===== config.mk =====
export PLATFORM = sky130hd
export DESIGN_NAME = cpu_nibble_spi_fetch
export DESIGN_NICKNAME = d
export VERILOG_FILES = /design/src/rtl/cpu_nibble_spi_fetch.sv
export SDC_FILE = /design/constraint.sdc
export NUM_CORES = 1
export LEC_CHECK = 0
export CORE_MARGIN = 1.5
export CORE_UTILIZATION = 60
export DETAILED_ROUTE_END_ITERATION = 7
export PLACE_DENSITY = 0.81
export SETUP_SLACK_MARGIN = 0.2
export SKIP_LAST_GASP = 1
export SYNTH_ARGS = -nofsm -noshare
export SYNTH_HDL_FRONTEND = slang
export SYNTH_SLANG_ARGS = --single-unit

===== constraint.sdc =====
create_clock -name clk -period 5.6 [get_ports clk]
set_input_delay 1.68 -clock clk [delete_from_list [all_inputs] [get_ports clk]]
set_output_delay 1.68 -clock clk [all_outputs]
set_load 0.02 [all_outputs]

===== src/rtl/cpu_nibble_spi_fetch.sv =====
// Nibble CPU fetch stage: serves 12-bit nibble reads from SPI flash
// using READ (0x03), with a one-byte line buffer for the sibling nibble.
module cpu_nibble_spi_fetch #(
  parameter logic [23:0] BASE_ADDR = 24'h000000,
  parameter bit          CACHE_EN  = 1'b1
) (
  input  logic        clk,
  input  logic        rst_n,
  input  logic        req_valid,
  output logic        req_ready,
  input  logic [11:0] req_addr,
  input  logic        inv,
  output logic        rsp_valid,
  output logic [3:0]  rsp_data,
  output logic        spi_cs_n,
  output logic        spi_sck,
  output logic        spi_mosi,
  input  logic        spi_miso
);

  typedef enum logic [1:0] {
    IDLE,
    SHIFT,
    RESP
  } state_t;

  state_t      state;
  state_t      state_nx;
  logic [5:0]  bit_cnt;
  logic [31:0] tx_sr;
  logic [7:0]  rx_sr;
  logic [10:0] req_tag;
  logic        sel_lo;
  logic        buf_vld;
  logic [7:0]  buf_byte;
  logic [10:0] buf_tag;
  logic        accept;
  logic        hit;
  logic        last_bit;
  logic [7:0]  rx_byte;
  logic [23:0] byte_addr;

  assign req_ready = (state == IDLE);
  assign rsp_valid = (state == RESP);
  assign accept    = req_valid && req_ready;
  assign hit       = CACHE_EN && buf_vld && !inv
                   && (buf_tag == req_addr[11:1]);
  assign byte_addr = BASE_ADDR + {13'b0, req_addr[11:1]};
  assign last_bit  = (state == SHIFT) && spi_sck
                   && (bit_cnt == 6'd39);
  assign rx_byte   = {rx_sr[6:0], spi_miso};

  // State register
  always_ff @(posedge clk or negedge rst_n) begin
    if (!rst_n) begin
      state <= IDLE;
    end else begin
      state <= state_nx;
    end
  end

  // Next-state: hits answer at once, misses run a full transfer
  always_comb begin
    state_nx = state;
    unique case (state)
      IDLE:    if (accept) state_nx = hit ? RESP : SHIFT;
      SHIFT:   if (last_bit) state_nx = RESP;
      RESP:    state_nx = IDLE;
      default: state_nx = IDLE;
    endcase
  end

  // SPI bit cells, line buffer fill/invalidate and response nibble
  always_ff @(posedge clk or negedge rst_n) begin
    if (!rst_n) begin
      bit_cnt  <= 6'd0;
      tx_sr    <= 32'd0;
      rx_sr    <= 8'd0;
      req_tag  <= 11'd0;
      sel_lo   <= 1'b0;
      buf_vld  <= 1'b0;
      buf_byte <= 8'd0;
      buf_tag  <= 11'd0;
      rsp_data <= 4'd0;
      spi_cs_n <= 1'b1;
      spi_sck  <= 1'b0;
      spi_mosi <= 1'b0;
    end else begin
      if (inv) buf_vld <= 1'b0;
      unique case (state)
        IDLE: begin
          if (accept) begin
            sel_lo <= req_addr[0];
            if (hit) begin
              rsp_data <= req_addr[0] ? buf_byte[3:0]
                                      : buf_byte[7:4];
            end else begin
              req_tag  <= req_addr[11:1];
              tx_sr    <= {8'h03, byte_addr};
              bit_cnt  <= 6'd0;
              spi_cs_n <= 1'b0;
              spi_sck  <= 1'b0;
              spi_mosi <= 1'b0;
            end
          end
        end
        SHIFT: begin
          if (!spi_sck) begin
            spi_sck <= 1'b1;
          end else begin
            spi_sck <= 1'b0;
            if (bit_cnt >= 6'd32) rx_sr <= rx_byte;
            if (last_bit) begin
              spi_cs_n <= 1'b1;
              buf_byte <= rx_byte;
              buf_tag  <= req_tag;
              buf_vld  <= 1'b1;
              rsp_data <= sel_lo ? rx_byte[3:0]
                                 : rx_byte[7:4];
            end else begin
              bit_cnt  <= bit_cnt + 6'd1;
              tx_sr    <= {tx_sr[30:0], 1'b0};
              spi_mosi <= tx_sr[30];
            end
          end
        end
        default: ;
      endcase
    end
  end

endmodule


==> results by group <==
Drt
  – # DRC: 0
  – DRT antenna net count: 0
  – Routed WL per cell: 17.51 um
  – Vias post-DR: 2438
  – DR pass1 iterations: 4
  – Routed wire length: 6881 um
  – Initial DRC count: 100
  – Drt via density: 6.204

Clocking
  – TritonCTS Buffers: 9
  – CTS resizes: 0
  – Deepest clock path buffer count: 2
  – Clock Sinks: 85
  – Skew-Pair Late Insertion Delay: 0.35 ns
  – Worst-path clk slew: 0.08 ns
  – CTS hold repair buffers: 0
  – CTS tree: built
  – Root buf cell: clkbuf_8
  – H-tree depth: 3
  – Postcts setup bufs: 0

Floorplanning
  – Row cnt: 28
  – Die area: 6826 sq um
  – Die Y-Extent: 82.62 um
  – Starting Density: 0.6312
  – Io pins: 26
  – Core area: 6026 sq um
  – Die W: 82.62 um

Global routing
  – Number of global-route vias before repair: 2299
  – Grt ovf: 0
  – First-pass GRT wire length: 11120 um
  – Routing usage on met1: 0.3027
  – GR Util met2: 0.3447
  – Global-route met3 utilization: 0.04176
  – Largest net degree at the start of global routing: 86
  – Antenna violations before repair: 0
  – All-Layer GR Usage: 0.2203
  – GR peak layer: met2

Flow run
  – Max-cap check violation count: 0

Critical path
  – Max incr delay on CP: 0.55 ns
  – CP startpoint kind: primary input
  – Critical path class: primary input to flip-flop
  – Critical path, cell by cell: clkdlybuf4s50_1 -> xor2_1 -> or4_1 -> or3_4 -> o21ai_4 -> mux2_2
  – CP arrival: 4.13 ns
  – Reg2Reg Setup Slack: 2.89 ns
  – CP max-delay cell: o21ai_4
  – Req. time, crit path: 5.89 ns
  – CP max FO: 27
  – Crit. End Element: flip-flop

Pwr
  – Worst IR Drop VDD: 0.3128 mV
  – Pwr Total: 0.002218 W
  – Pwr/cell area: 513.0 nW/um^2
  – Leakage: 1.895 nW

Synth
  – Commonest cells post-synth: dfrtp_1 (84), mux2_2 (39), a22o_2 (19)
  – Cells after Synth: 292
  – Synth Flop Type: dfrtp_1
  – Mapped cell area: 3804 sq um
  – Library cells used by synthesis: 43
  – Net Count, Synth: 311
  – Synth Register Bits: 85
  – Largest area contributor in the netlist: dfrtp_1
  – Top-count cell post-synth: dfrtp_1
  – EDFF count, synth: 0
  – Sequential share of the synthesized area: 0.5595
  – Top-area cell type share of the netlist area: 0.5526
  – Mean post-synth cell area: 13.03 sq um
  – YS warnings: 0
  – Synth top area cells: dfrtp_1 (55%), mux2_2 (12%), a22o_2 (5.0%)
  – FFs w/ async S/R, synth: 1.000

Placed design
  – Placed wire-length estimate: 4337 um
  – Final Wtd Congestion: 0.7742
  – Port Buffers: 25

Finish
  – Nets: 332
  – Area growth, synth to finish: 13.68%
  – Ant. Diodes: 0
  – Final core utilization: 0.7176
  – Share of cells above drive strength 1: 0.2799

Timing
  – Final setup violation count: 0
  – Crit share post-route: 0.6871
  – Final hold vios: 0
  – Setup TNS: 0 ns
  – Fin. max-slew vios: 0
  – Slew @ Worst Pin: 1.033 ns
  – Clock Skews: 0.009358 ns
  – Maximum clock rate: 259.9 MHz
  – Final Critical Period: 3.848 ns
  – Relative slew slack: 0.3116
  – RSZ-0062 raised after global routing: false

Worst hold path
  – Type of the tightest min-delay check: flip-flop to flip-flop

Outcome
  – Status: complete, no violations
==> critical path: cells and delay by family <==
| family | cells | cell delay (ns) |
|---|---|---|
| compound gates | 1 | 0.55 |
| buf+inv | 1 | 0.47 |
| simple gates | 2 | 0.93 |
| xor+xnor | 1 | 0.20 |
| mux | 1 | 0.28 |
==> kinds of logic after synthesis <==
family | count (synthesis) | share of synthesized area
flip-flops | 85 | 0.5595
multiplexers | 49 | 0.1497
AND/OR/NAND/NOR | 67 | 0.1109
adder cells (fa/ha/maj) | 2 | 0.006578
buffers and inverters | 23 | 0.02796
XOR/XNOR | 11 | 0.02533
AO/OA/AOI/OAI | 55 | 0.1201
==> placed cells by master (no fill, tap or decap), types with 4 or more instances in the layout <==
cell             netlist  layout
inv_1                  6       6
o22ai_1               10      10
mux2i_1                4       4
mux2_4                 6       6
a211oi_1               5       5
nand2_1                7       7
xor2_1                 7       7
or4_1                 14      14
a22o_1                 5       5
nor2b_1                6       6
a21oi_1                5       5
xnor2_1                4       4
nor3_1                10      10
nor2_1                 4       4
dfrtp_1               84      84
a22o_2                19      19
clkdlybuf4s50_1        0      24
nor3b_1               10      10
mux2_2                39      39
clkbuf_8               0      10
==> registers in the layout, indices dropped and copies added (netlist names) <==
register,count
sel_lo,1
state,2
spi_sck,1
buf_byte,8
tx_sr,31
buf_tag,11
rsp_data,4
buf_vld,1
bit_cnt,6
spi_mosi,1
rx_sr,7
spi_cs_n,1
req_tag,11
==> routing by layer <==
metal | vias to the layer above | wire [um] | part of all wire
li1 | 1127 | - | -
met5 | - | 0 | 0
met2 | 45 | 3280 | 0.48
met3 | 12 | 201 | 0.029
met1 | 1254 | 3257 | 0.47
met4 | 0 | 142 | 0.021
==> cell type report <==
| cell class | instances | area, sq um |
|---|---|---|
| clock buffer | 10 | 137.6 |
| clock inverter | 6 | 110.1 |
| fill | 403 | 1702 |
| inverter | 6 | 22.52 |
| multi-input combinational | 184 | 1569 |
| sequential | 85 | 2128 |
| tap | 75 | 93.84 |
| timing repair buffer | 27 | 262.8 |
==> metrics by stage <==
step	cell area [sq um]	cells	setup slack, ns	hold slack, ns
floorplan	3804	292	2.180	0.4545
global placement	4076	377	1.452	0.4759
detailed placement	4076	377	1.411	0.4850
CTS	4324	393	1.767	0.4903
global route	4324	393	1.668	0.5076
finish	4324	393	1.752	0.4864
==> path summary, 6_finish.rpt <==
kind / start / endpoint / cells past startpoint
worst max-delay path: req_addr[5] / bit_cnt[0]$_DFFE_PN0P_ / 6
worst min-delay path: spi_cs_n$_DFFE_PN1P_ / spi_cs_n$_DFFE_PN1P_ / 2
worst max register to register: state[0]$_DFFE_PN0P_ / bit_cnt[0]$_DFFE_PN0P_ / 5
worst min register to register: spi_cs_n$_DFFE_PN1P_ / spi_cs_n$_DFFE_PN1P_ / 2
max in group asynchronous: rst_n / bit_cnt[2]$_DFFE_PN0P_ / 1
min in group asynchronous: rst_n / req_tag[8]$_DFFE_PN0P_ / 1
==> power by group <==
group	switching (W)	total (W)	internal, W
Combinational	0.000319	0.000692	0.000373
Clock	0.000212	0.000520	0.000307
Sequential	0.000175	0.00101	0.000831
Note: power is estimated with default switching activity, not from simulation.
